==> config.mk <==
export PLATFORM = sky130hd
export DESIGN_NAME = sram_arbiter_flat
export DESIGN_NICKNAME = d
export VERILOG_FILES = /design/src/rtl/sram_arbiter_if.sv /design/src/rtl/sram_arbiter.sv /design/src/flat_wrapper.sv
export SDC_FILE = /design/constraint.sdc
export NUM_CORES = 1
export LEC_CHECK = 0
export CORE_MARGIN = 2
export CORE_UTILIZATION = 30
export CTS_CLUSTER_DIAMETER = 60
export DETAILED_ROUTE_END_ITERATION = 16
export PLACE_DENSITY_LB_ADDON = 0.12
export SETUP_SLACK_MARGIN = 0.4
export SLEW_MARGIN = 25
export SYNTH_ARGS = -nofsm -noshare
export SYNTH_HDL_FRONTEND = slang
export SYNTH_SLANG_ARGS = --single-unit
==> constraint.sdc <==
create_clock -name clk -period 3.35 [get_ports clk]
set_input_delay 0.67 -clock clk [delete_from_list [all_inputs] [get_ports clk]]
set_output_delay 0.67 -clock clk [all_outputs]
set_load 0.05 [all_outputs]
==> src/rtl/sram_arbiter_if.sv <==
// sram_arbiter_if: two requester command/response ports plus the Avalon SRAM master bus
interface sram_arbiter_if #(parameter int ADDR_W = 18);
  logic              m0_req, m0_we, m0_gnt, m0_rvalid;
  logic [ADDR_W-1:0] m0_addr;
  logic [31:0]       m0_wdata, m0_rdata;
  logic [1:0]        m0_be_n;
  logic              m1_req, m1_we, m1_gnt, m1_rvalid;
  logic [ADDR_W-1:0] m1_addr;
  logic [31:0]       m1_wdata, m1_rdata;
  logic [1:0]        m1_be_n;
  logic              av_read_n, av_write_n, busy;
  logic [31:0]       av_address, av_writeData, av_readData;
  logic [1:0]        av_byteEnable_n;
  modport master (
    input  m0_req, m0_we, m0_addr, m0_wdata, m0_be_n,
    input  m1_req, m1_we, m1_addr, m1_wdata, m1_be_n,
    input  av_readData,
    output m0_gnt, m0_rvalid, m0_rdata, m1_gnt, m1_rvalid, m1_rdata,
    output av_read_n, av_write_n, av_address, av_writeData, av_byteEnable_n, busy
  );
  modport slave (
    output m0_req, m0_we, m0_addr, m0_wdata, m0_be_n,
    output m1_req, m1_we, m1_addr, m1_wdata, m1_be_n,
    output av_readData,
    input  m0_gnt, m0_rvalid, m0_rdata, m1_gnt, m1_rvalid, m1_rdata,
    input  av_read_n, av_write_n, av_address, av_writeData, av_byteEnable_n, busy
  );
endinterface

==> src/rtl/sram_arbiter.sv <==
// sram_arbiter: shares one waitrequest-less Avalon SRAM slave between two requesters
// with fixed access/read-latency timing; every output is a register.
module sram_arbiter #(
  parameter int ADDR_W        = 18,
  parameter int ACCESS_CYCLES = 2,
  parameter int READ_LATENCY  = 1,
  parameter int FIXED_PRIO    = 0,
  parameter int MAX_STARVE    = 8
) (
  input logic            clk,
  input logic            rst_n,
  sram_arbiter_if.master bus
);
  typedef enum logic [1:0] {IDLE, ACCESS, WAIT, RESP} state_t;
  localparam int CMAX = ACCESS_CYCLES > READ_LATENCY ? ACCESS_CYCLES : READ_LATENCY;
  localparam int CW   = $clog2(CMAX + 1);
  localparam int SW   = $clog2(MAX_STARVE + 1) > 0 ? $clog2(MAX_STARVE + 1) : 1;
  state_t            state, state_nx;
  logic [CW-1:0]     cnt, cnt_nx;
  logic [SW-1:0]     starve, starve_nx;
  logic              cur, cur_nx, last_grant, last_nx, cap;
  logic              read_n, read_nx, write_n, write_nx, busy, busy_nx;
  logic [31:0]       address, addr_nx, wdata, wdata_nx, rdata0, rdata0_nx, rdata1, rdata1_nx;
  logic [1:0]        be_n, be_nx, gnt, gnt_nx, rvalid, rvalid_nx;
  logic              tie, win, sel_we;
  logic [ADDR_W-1:0] sel_addr;
  logic [31:0]       sel_wdata;
  logic [1:0]        sel_be;
  // a tie in fixed-priority mode goes to port 1 only once it has lost MAX_STARVE ties in a row
  assign tie       = bus.m0_req & bus.m1_req;
  assign win       = tie ? (FIXED_PRIO != 0 ? starve == SW'(MAX_STARVE) : ~last_grant) : bus.m1_req;
  assign sel_we    = win ? bus.m1_we : bus.m0_we;
  assign sel_addr  = win ? bus.m1_addr : bus.m0_addr;
  assign sel_wdata = win ? bus.m1_wdata : bus.m0_wdata;
  assign sel_be    = win ? bus.m1_be_n : bus.m0_be_n;
  always_comb begin
    state_nx  = state;
    cnt_nx    = cnt;
    starve_nx = starve;
    cur_nx    = cur;
    last_nx   = last_grant;
    read_nx   = read_n;
    write_nx  = write_n;
    addr_nx   = address;
    wdata_nx  = wdata;
    be_nx     = be_n;
    rdata0_nx = rdata0;
    rdata1_nx = rdata1;
    gnt_nx    = 2'b00;
    rvalid_nx = 2'b00;
    cap       = 1'b0;
    case (state)
      IDLE: if (bus.m0_req | bus.m1_req) begin
        state_nx  = ACCESS;
        cnt_nx    = '0;
        cur_nx    = win;
        last_nx   = win;
        gnt_nx    = win ? 2'b10 : 2'b01;
        read_nx   = sel_we;
        write_nx  = ~sel_we;
        addr_nx   = 32'(sel_addr);
        wdata_nx  = sel_wdata;
        be_nx     = sel_be;
        starve_nx = win ? '0 : (tie && starve != SW'(MAX_STARVE)) ? starve + 1'b1 : starve;
      end
      ACCESS: begin
        cnt_nx = cnt + 1'b1;
        if (cnt == CW'(ACCESS_CYCLES - 1)) begin
          read_nx  = 1'b1;
          write_nx = 1'b1;
          cnt_nx   = '0;
          state_nx = !write_n ? IDLE : (READ_LATENCY == 0 ? RESP : WAIT);
          cap      = write_n && READ_LATENCY == 0;
        end
      end
      WAIT: begin
        cnt_nx = cnt + 1'b1;
        if (cnt == CW'(READ_LATENCY - 1)) begin
          state_nx = RESP;
          cap      = 1'b1;
        end
      end
      default: state_nx = IDLE;
    endcase
    if (cap) begin
      rvalid_nx = cur ? 2'b10 : 2'b01;
      rdata0_nx = cur ? rdata0 : bus.av_readData;
      rdata1_nx = cur ? bus.av_readData : rdata1;
    end
    busy_nx = state_nx != IDLE;
  end
  always_ff @(posedge clk or negedge rst_n)
    if (!rst_n) begin
      state      <= IDLE;
      cnt        <= '0;
      starve     <= '0;
      cur        <= 1'b0;
      last_grant <= 1'b1;
      read_n     <= 1'b1;
      write_n    <= 1'b1;
      busy       <= 1'b0;
      address    <= '0;
      wdata      <= '0;
      be_n       <= 2'b11;
      rdata0     <= '0;
      rdata1     <= '0;
      gnt        <= '0;
      rvalid     <= '0;
    end else begin
      state      <= state_nx;
      cnt        <= cnt_nx;
      starve     <= starve_nx;
      cur        <= cur_nx;
      last_grant <= last_nx;
      read_n     <= read_nx;
      write_n    <= write_nx;
      busy       <= busy_nx;
      address    <= addr_nx;
      wdata      <= wdata_nx;
      be_n       <= be_nx;
      rdata0     <= rdata0_nx;
      rdata1     <= rdata1_nx;
      gnt        <= gnt_nx;
      rvalid     <= rvalid_nx;
    end
  assign bus.m0_gnt          = gnt[0];
  assign bus.m1_gnt          = gnt[1];
  assign bus.m0_rvalid       = rvalid[0];
  assign bus.m1_rvalid       = rvalid[1];
  assign bus.m0_rdata        = rdata0;
  assign bus.m1_rdata        = rdata1;
  assign bus.av_read_n       = read_n;
  assign bus.av_write_n      = write_n;
  assign bus.av_address      = address;
  assign bus.av_writeData    = wdata;
  assign bus.av_byteEnable_n = be_n;
  assign bus.busy            = busy;
endmodule

==> src/flat_wrapper.sv <==
// flat-port wrapper written by rule: the top's interface ports become plain ports
module sram_arbiter_flat 
#(
  parameter int ADDR_W        = 18,
  parameter int ACCESS_CYCLES = 2,
  parameter int READ_LATENCY  = 1,
  parameter int FIXED_PRIO    = 0,
  parameter int MAX_STARVE    = 8
)
  (clk, rst_n, bus_m0_req, bus_m0_we, bus_m0_addr, bus_m0_wdata, bus_m0_be_n, bus_m1_req, bus_m1_we, bus_m1_addr, bus_m1_wdata, bus_m1_be_n, bus_av_readData, bus_m0_gnt, bus_m0_rvalid, bus_m0_rdata, bus_m1_gnt, bus_m1_rvalid, bus_m1_rdata, bus_av_read_n, bus_av_write_n, bus_av_address, bus_av_writeData, bus_av_byteEnable_n, bus_busy);
  sram_arbiter_if #(.ADDR_W(ADDR_W)) bus_i ();
  input logic clk;
  input logic rst_n;
  input wire logic [$bits(bus_i.m0_req)-1:0] bus_m0_req;
  input wire logic [$bits(bus_i.m0_we)-1:0] bus_m0_we;
  input wire logic [$bits(bus_i.m0_addr)-1:0] bus_m0_addr;
  input wire logic [$bits(bus_i.m0_wdata)-1:0] bus_m0_wdata;
  input wire logic [$bits(bus_i.m0_be_n)-1:0] bus_m0_be_n;
  input wire logic [$bits(bus_i.m1_req)-1:0] bus_m1_req;
  input wire logic [$bits(bus_i.m1_we)-1:0] bus_m1_we;
  input wire logic [$bits(bus_i.m1_addr)-1:0] bus_m1_addr;
  input wire logic [$bits(bus_i.m1_wdata)-1:0] bus_m1_wdata;
  input wire logic [$bits(bus_i.m1_be_n)-1:0] bus_m1_be_n;
  input wire logic [$bits(bus_i.av_readData)-1:0] bus_av_readData;
  output wire logic [$bits(bus_i.m0_gnt)-1:0] bus_m0_gnt;
  output wire logic [$bits(bus_i.m0_rvalid)-1:0] bus_m0_rvalid;
  output wire logic [$bits(bus_i.m0_rdata)-1:0] bus_m0_rdata;
  output wire logic [$bits(bus_i.m1_gnt)-1:0] bus_m1_gnt;
  output wire logic [$bits(bus_i.m1_rvalid)-1:0] bus_m1_rvalid;
  output wire logic [$bits(bus_i.m1_rdata)-1:0] bus_m1_rdata;
  output wire logic [$bits(bus_i.av_read_n)-1:0] bus_av_read_n;
  output wire logic [$bits(bus_i.av_write_n)-1:0] bus_av_write_n;
  output wire logic [$bits(bus_i.av_address)-1:0] bus_av_address;
  output wire logic [$bits(bus_i.av_writeData)-1:0] bus_av_writeData;
  output wire logic [$bits(bus_i.av_byteEnable_n)-1:0] bus_av_byteEnable_n;
  output wire logic [$bits(bus_i.busy)-1:0] bus_busy;
  assign bus_i.m0_req = bus_m0_req;
  assign bus_i.m0_we = bus_m0_we;
  assign bus_i.m0_addr = bus_m0_addr;
  assign bus_i.m0_wdata = bus_m0_wdata;
  assign bus_i.m0_be_n = bus_m0_be_n;
  assign bus_i.m1_req = bus_m1_req;
  assign bus_i.m1_we = bus_m1_we;
  assign bus_i.m1_addr = bus_m1_addr;
  assign bus_i.m1_wdata = bus_m1_wdata;
  assign bus_i.m1_be_n = bus_m1_be_n;
  assign bus_i.av_readData = bus_av_readData;
  assign bus_m0_gnt = bus_i.m0_gnt;
  assign bus_m0_rvalid = bus_i.m0_rvalid;
  assign bus_m0_rdata = bus_i.m0_rdata;
  assign bus_m1_gnt = bus_i.m1_gnt;
  assign bus_m1_rvalid = bus_i.m1_rvalid;
  assign bus_m1_rdata = bus_i.m1_rdata;
  assign bus_av_read_n = bus_i.av_read_n;
  assign bus_av_write_n = bus_i.av_write_n;
  assign bus_av_address = bus_i.av_address;
  assign bus_av_writeData = bus_i.av_writeData;
  assign bus_av_byteEnable_n = bus_i.av_byteEnable_n;
  assign bus_busy = bus_i.busy;
  sram_arbiter #(.ADDR_W(ADDR_W), .ACCESS_CYCLES(ACCESS_CYCLES), .READ_LATENCY(READ_LATENCY), .FIXED_PRIO(FIXED_PRIO), .MAX_STARVE(MAX_STARVE)) u_core (.clk(clk), .rst_n(rst_n), .bus(bus_i));
endmodule
After elaboration in Yosys (flattened, before gate mapping)
Index checks and enable logic that the tools add are counted.
Word-level totals
  bits in registers: 129
  input port bits: 142
  output and inout bits: 137
  word-level logic and storage cells: 60
Cells by class
  add/sub/neg operators: 1
  eq/ne operators: 5
  muxes and demuxes: 25
  bitwise gates (word level): 5
  reduce and logical (&&, ||, !) cells: 10
Operators by type and width (count)
  $mux 32: 1
  $mux 2: 12
  $mux 18: 1
  $pmux 2 s3: 2
  $reduce_and 2->1: 4
  $mux 1: 7
  $eq 2x1->1 const B: 2
  $logic_not 2->1: 2
  $ne 2x1->1 const B: 2
  $pmux 1 s2: 2
  $reduce_bool 2->1: 2
  $not 1->1: 3
  $reduce_and 3->1: 1
  $reduce_bool 3->1: 1
  $add 2x1->2 const B: 1
  $eq 2x2->1 const B: 1
  $and 1x1->1: 1
  $or 1x1->1: 1

Depth between registers and ports, before layout
  word-level depth: 6
  depth in mapped cells: 7

Worst setup path after synthesis
No wires, ideal clock.
  kind: register -> register
  from: reg u_core.state[0]
  to: reg u_core.address[10], in the netlist u_core.bus.av_address[10]
  arrival: 1.509 ns
  required time: 3.224 ns
  path slack: 1.715 ns
  cell stages (with the launch flop): 8
  buffers on the path: 2
  period minus slack after synthesis: 1.635 ns
  cells stage by stage: dfrtp_1 > inv_1 > ha_1 > o21ai_2 > buf_2 > buf_2 > and2_1 > a221o_1
Between the ends
  cells in the longest elaborated chain, start to end: 2
Ends and longest elaborated chain
  start: declaration: RTL line sram_arbiter.sv:18  | state_t state, state_nx;
  start signal: assignment: RTL line sram_arbiter.sv:110  | state <= state_nx;
  $logic_not 2->1: RTL line sram_arbiter.sv:52  | case (state)
  $reduce_and 2->1 (no line)
  end signal: assignment: RTL line sram_arbiter.sv:118  | address <= addr_nx;
  end: declaration: RTL line sram_arbiter.sv:23  | logic [31:0] address, addr_nx, wdata, wdata_nx, rdata0, rdata0_nx, rdata1, rdata1_nx;
Every way passes these cells.
A chain may end at the register's enable or synchronous reset.

Final worst setup path
  from: reg u_core.write_n, in the netlist u_core.bus.av_write_n
  to: out bus_av_write_n
RTL lines
  start: declaration: RTL line sram_arbiter.sv:22  | logic read_n, read_nx, write_n, write_nx, busy, busy_nx;
  start signal: assignment: RTL line sram_arbiter.sv:116  | write_n <= write_nx;
  end: declaration: RTL line flat_wrapper.sv:32  | output wire logic [$bits(bus_i.av_write_n)-1:0] bus_av_write_n;
No word-level cell between the ends.

==> impl_metrics.tcl <==
set metrics [dict create \
    status "complete, no violations" \
    synth.top_cell.area_share_pct 56.6 \
    rsz0062_at_grt "false" \
    tightest_slew_ps 658 \
    vias_per_cell 4.64 \
    track_usage_pct 16.7 \
    worstSkewPairLatency_ps 420 \
    ff2ff_setup_slack_ps 1390 \
    first_pass_iters 4 \
    clkTransAtPathRegs_ps 60 \
    avgSynthCellArea_um2 14.2 \
    clock_sinks 129 \
    grt_max_degree 57 \
    syn_to_final_growth_pct 61.4 \
    floorplan.initialDensity_pct 30.5 \
    drt-initial-drc-count 147 \
    holdBufCountCts 0 \
    clockBufferDepth 2 \
    cts-root-buf "clkbuf_16" \
    ys_warn_count 0 \
    syn_area_um2 5480 \
    maxSlewViolCount 0 \
    layout-drive-gt1-share_pct 18.1 \
    vdd_drop_max_uv 706 \
    synthArstFlopShare_pct 100 \
    crit_chain "clkdlybuf4s50_1" \
    synth-edff-count 0 \
    syn_inst 385 \
    ios 279 \
    fin_tns_setup_ps 0 \
    numCtsBuffers 17 \
    cpPeakStageDelay_ps 810 \
    nets 801 \
    cp_slowest_cell "clkdlybuf4s50_1" \
    cts_setup_buffers 0 \
    grt_pass1_wl_um 24800 \
    route.detailed.drc 0 \
    setup_viol 0 \
    cp-start-kind "register" \
    ys_top_cells_by_area "dfrtp_1 (57%), mux2_2 (13%), a221o_1 (8.6%)" \
    hold_viol 0 \
    die_area_um2 19400 \
    ys_seq_area_share_pct 59.0 \
    crit_cells 1 \
    path_class "reg -> out" \
    powerDensity_nw_per_um2 1200 \
    critPathCaptureType "output port" \
    antenna_found_initial 0 \
    crit_fanout 3 \
    row_count 49 \
    ctsResizeCount 0 \
    finalWirelength_um 16100 \
    cpLargestDelayFamily "buffers and inverters" \
    min_path_type "in -> async" \
    cts_tree "built" \
    fmax_ghz 0.407 \
    n_antenna_cell 0 \
    grt_overflow 0 \
    required_ps 2680 \
    die_h_um 139 \
    post-route-min-period_ps 2460 \
    multi_input_area_um2 1990 \
    place_congestion 0.763 \
    yosys.area.top_type "dfrtp_1" \
    period_share_pct 73.3 \
    core-area_um2 18000 \
    ys_ff_latch 129 \
    fill_cells 1553 \
    max_cap_viol_count 0 \
    ff2ff_path_depth 6 \
    dieWidth_um 139 \
    p_leak_nw 3.71 \
    routedWlPerCell_um 18.0 \
    slew_headroom_pct 56.2 \
    grt_pass1_vias 4331 \
    hpwl_um 11300 \
    regArea_um2 3230 \
    crit_arrival_ps 1790 \
    port_buffers 264 \
    cts.htree.levels 4 \
    ant_nets 0 \
    worst-path-buf-inv 1 \
    fin_skew_ps 9.72 \
    synth_ff_type "dfrtp_1" \
    final_core_util_pct 49.2 \
    num_vias 4137 \
    ys_types 41 \
]
-- final cells by class --
cell class                      count  share of cell area [%]
Timing Repair Buffer              271                    30.6
Sequential cell                   129                    36.6
Tap cell                          229                    3.24
Clock inverter                     10                    1.51
Multi-Input combinational cell    224                    22.5
Inverter                            7                   0.297
Clock buffer                       22                    5.25
-- power breakdown --
part / internal (mW) / leakage (nW) / switching (mW)
combinational: 2.23 / 1.88 / 3.75
sequential: 2.34 / 1.55 / 0.395
clock: 1.21 / 0.290 / 0.683
total: 5.78 / 3.71 / 4.83
-- registers in the layout, summed over array words and instances, names as in the netlist, 2 cells and up --
register,count
u_core.bus.av_writeData,32
u_core.bus.av_address,18
u_core.gnt,2
u_core.state,2
u_core.cnt,2
u_core.bus.m1_rdata,32
u_core.bus.m0_rdata,32
u_core.rvalid,2
u_core.bus.av_byteEnable_n,2
-- cell families after synthesis --
logic type               after synthesis  synth area share, %
AND/OR/NAND/NOR                       65                 7.31
other                                  1               0.0685
adder cells (fa/ha/maj)                9                 2.06
AO/OA/AOI/OAI                         70                 12.2
multiplexers                          66                 13.5
flip-flops                           129                 59.0
buffers and inverters                 45                 5.76
-- worst reg2reg max path, delay by kind of cell (launching register included) --
kind                       cells  cell delay, ps
DFF                            1             410
and+or+nand+nor                1             140
AOI/OAI and AO/OA              2             420
adders and majority gates      1             320
buffers and inverters          2             620
-- layer usage --
| metal | vias to the layer above | part of all wire [%] | global-route usage (%) | routed length, um |
|---|---|---|---|---|
| li1 | 1902 | - | - | - |
| met1 | 2033 | 42 | 20.1 | 6810 |
| met2 | 172 | 49 | 27.6 | 7860 |
| met3 | 30 | 6.1 | 5.46 | 984 |
| met4 | 0 | 2.6 | 6.80 | 426 |
| met5 | - | 0 | 0 | 0 |
-- path summary, 6_finish.rpt --
path	startpoint	to
setup / recovery	u_core.bus.av_write_n	bus_av_write_n
hold / removal	rst_n	u_core.bus.av_address[12]
setup reg to reg	u_core.state[0]	u_core.bus.av_address[12]
hold reg to reg	u_core.bus.m0_rdata[15]	u_core.bus.m0_rdata[15]
max in group asynchronous	rst_n	u_core.bus.m1_rdata[1]
min in group clk	u_core.bus.m0_rdata[15]	u_core.bus.m0_rdata[15]
-- cell usage in the layout (no fill, tap or decap), types with 2 or more instances in the layout --
| master | n |
|---|---|
| a21o_2 | 2 |
| a221o_1 | 47 |
| a221o_2 | 5 |
| and2_0 | 5 |
| and2_1 | 47 |
| buf_4 | 7 |
| bufinv_16 | 3 |
| clkbuf_1 | 3 |
| clkbuf_16 | 17 |
| clkbuf_8 | 2 |
| clkdlybuf4s50_1 | 263 |
| clkinv_2 | 4 |
| clkinvlp_4 | 2 |
| conb_1 | 14 |
| dfrtp_1 | 124 |
| dfstp_2 | 5 |
| ha_1 | 9 |
| inv_1 | 7 |
| mux2_2 | 65 |
| nand2_1 | 2 |
| nor2_1 | 4 |
| o21ai_0 | 2 |
| o31ai_1 | 2 |
-- metrics by stage --
stage | setup WS (ps) | hold slack [ps] | std cells | power (mW) | cell area (um2)
5_1_grt | 839 | 115 | 892 | 11.1 | 8840
2_1_floorplan | 1720 | 374 | 398 | 6.76 | 5530
3_3_place_gp | 877 | 485 | 860 | 8.70 | 8240
3_5_place_dp | 830 | 492 | 860 | 8.79 | 8240
4_1_cts | 866 | 114 | 892 | 10.7 | 8840
6_report | 894 | 124 | 892 | 10.6 | 8840
-- synth_stat cells (5+ instances only) --
cell type / number
ha_1: 9
buf_8: 5
and2_1: 47
inv_1: 7
mux2_2: 65
buf_4: 14
buf_2: 16
dfrtp_1: 124
a221o_1: 47
and2_0: 5
a221o_2: 5
dfstp_2: 5
Power figures use the tool's default switching activity.
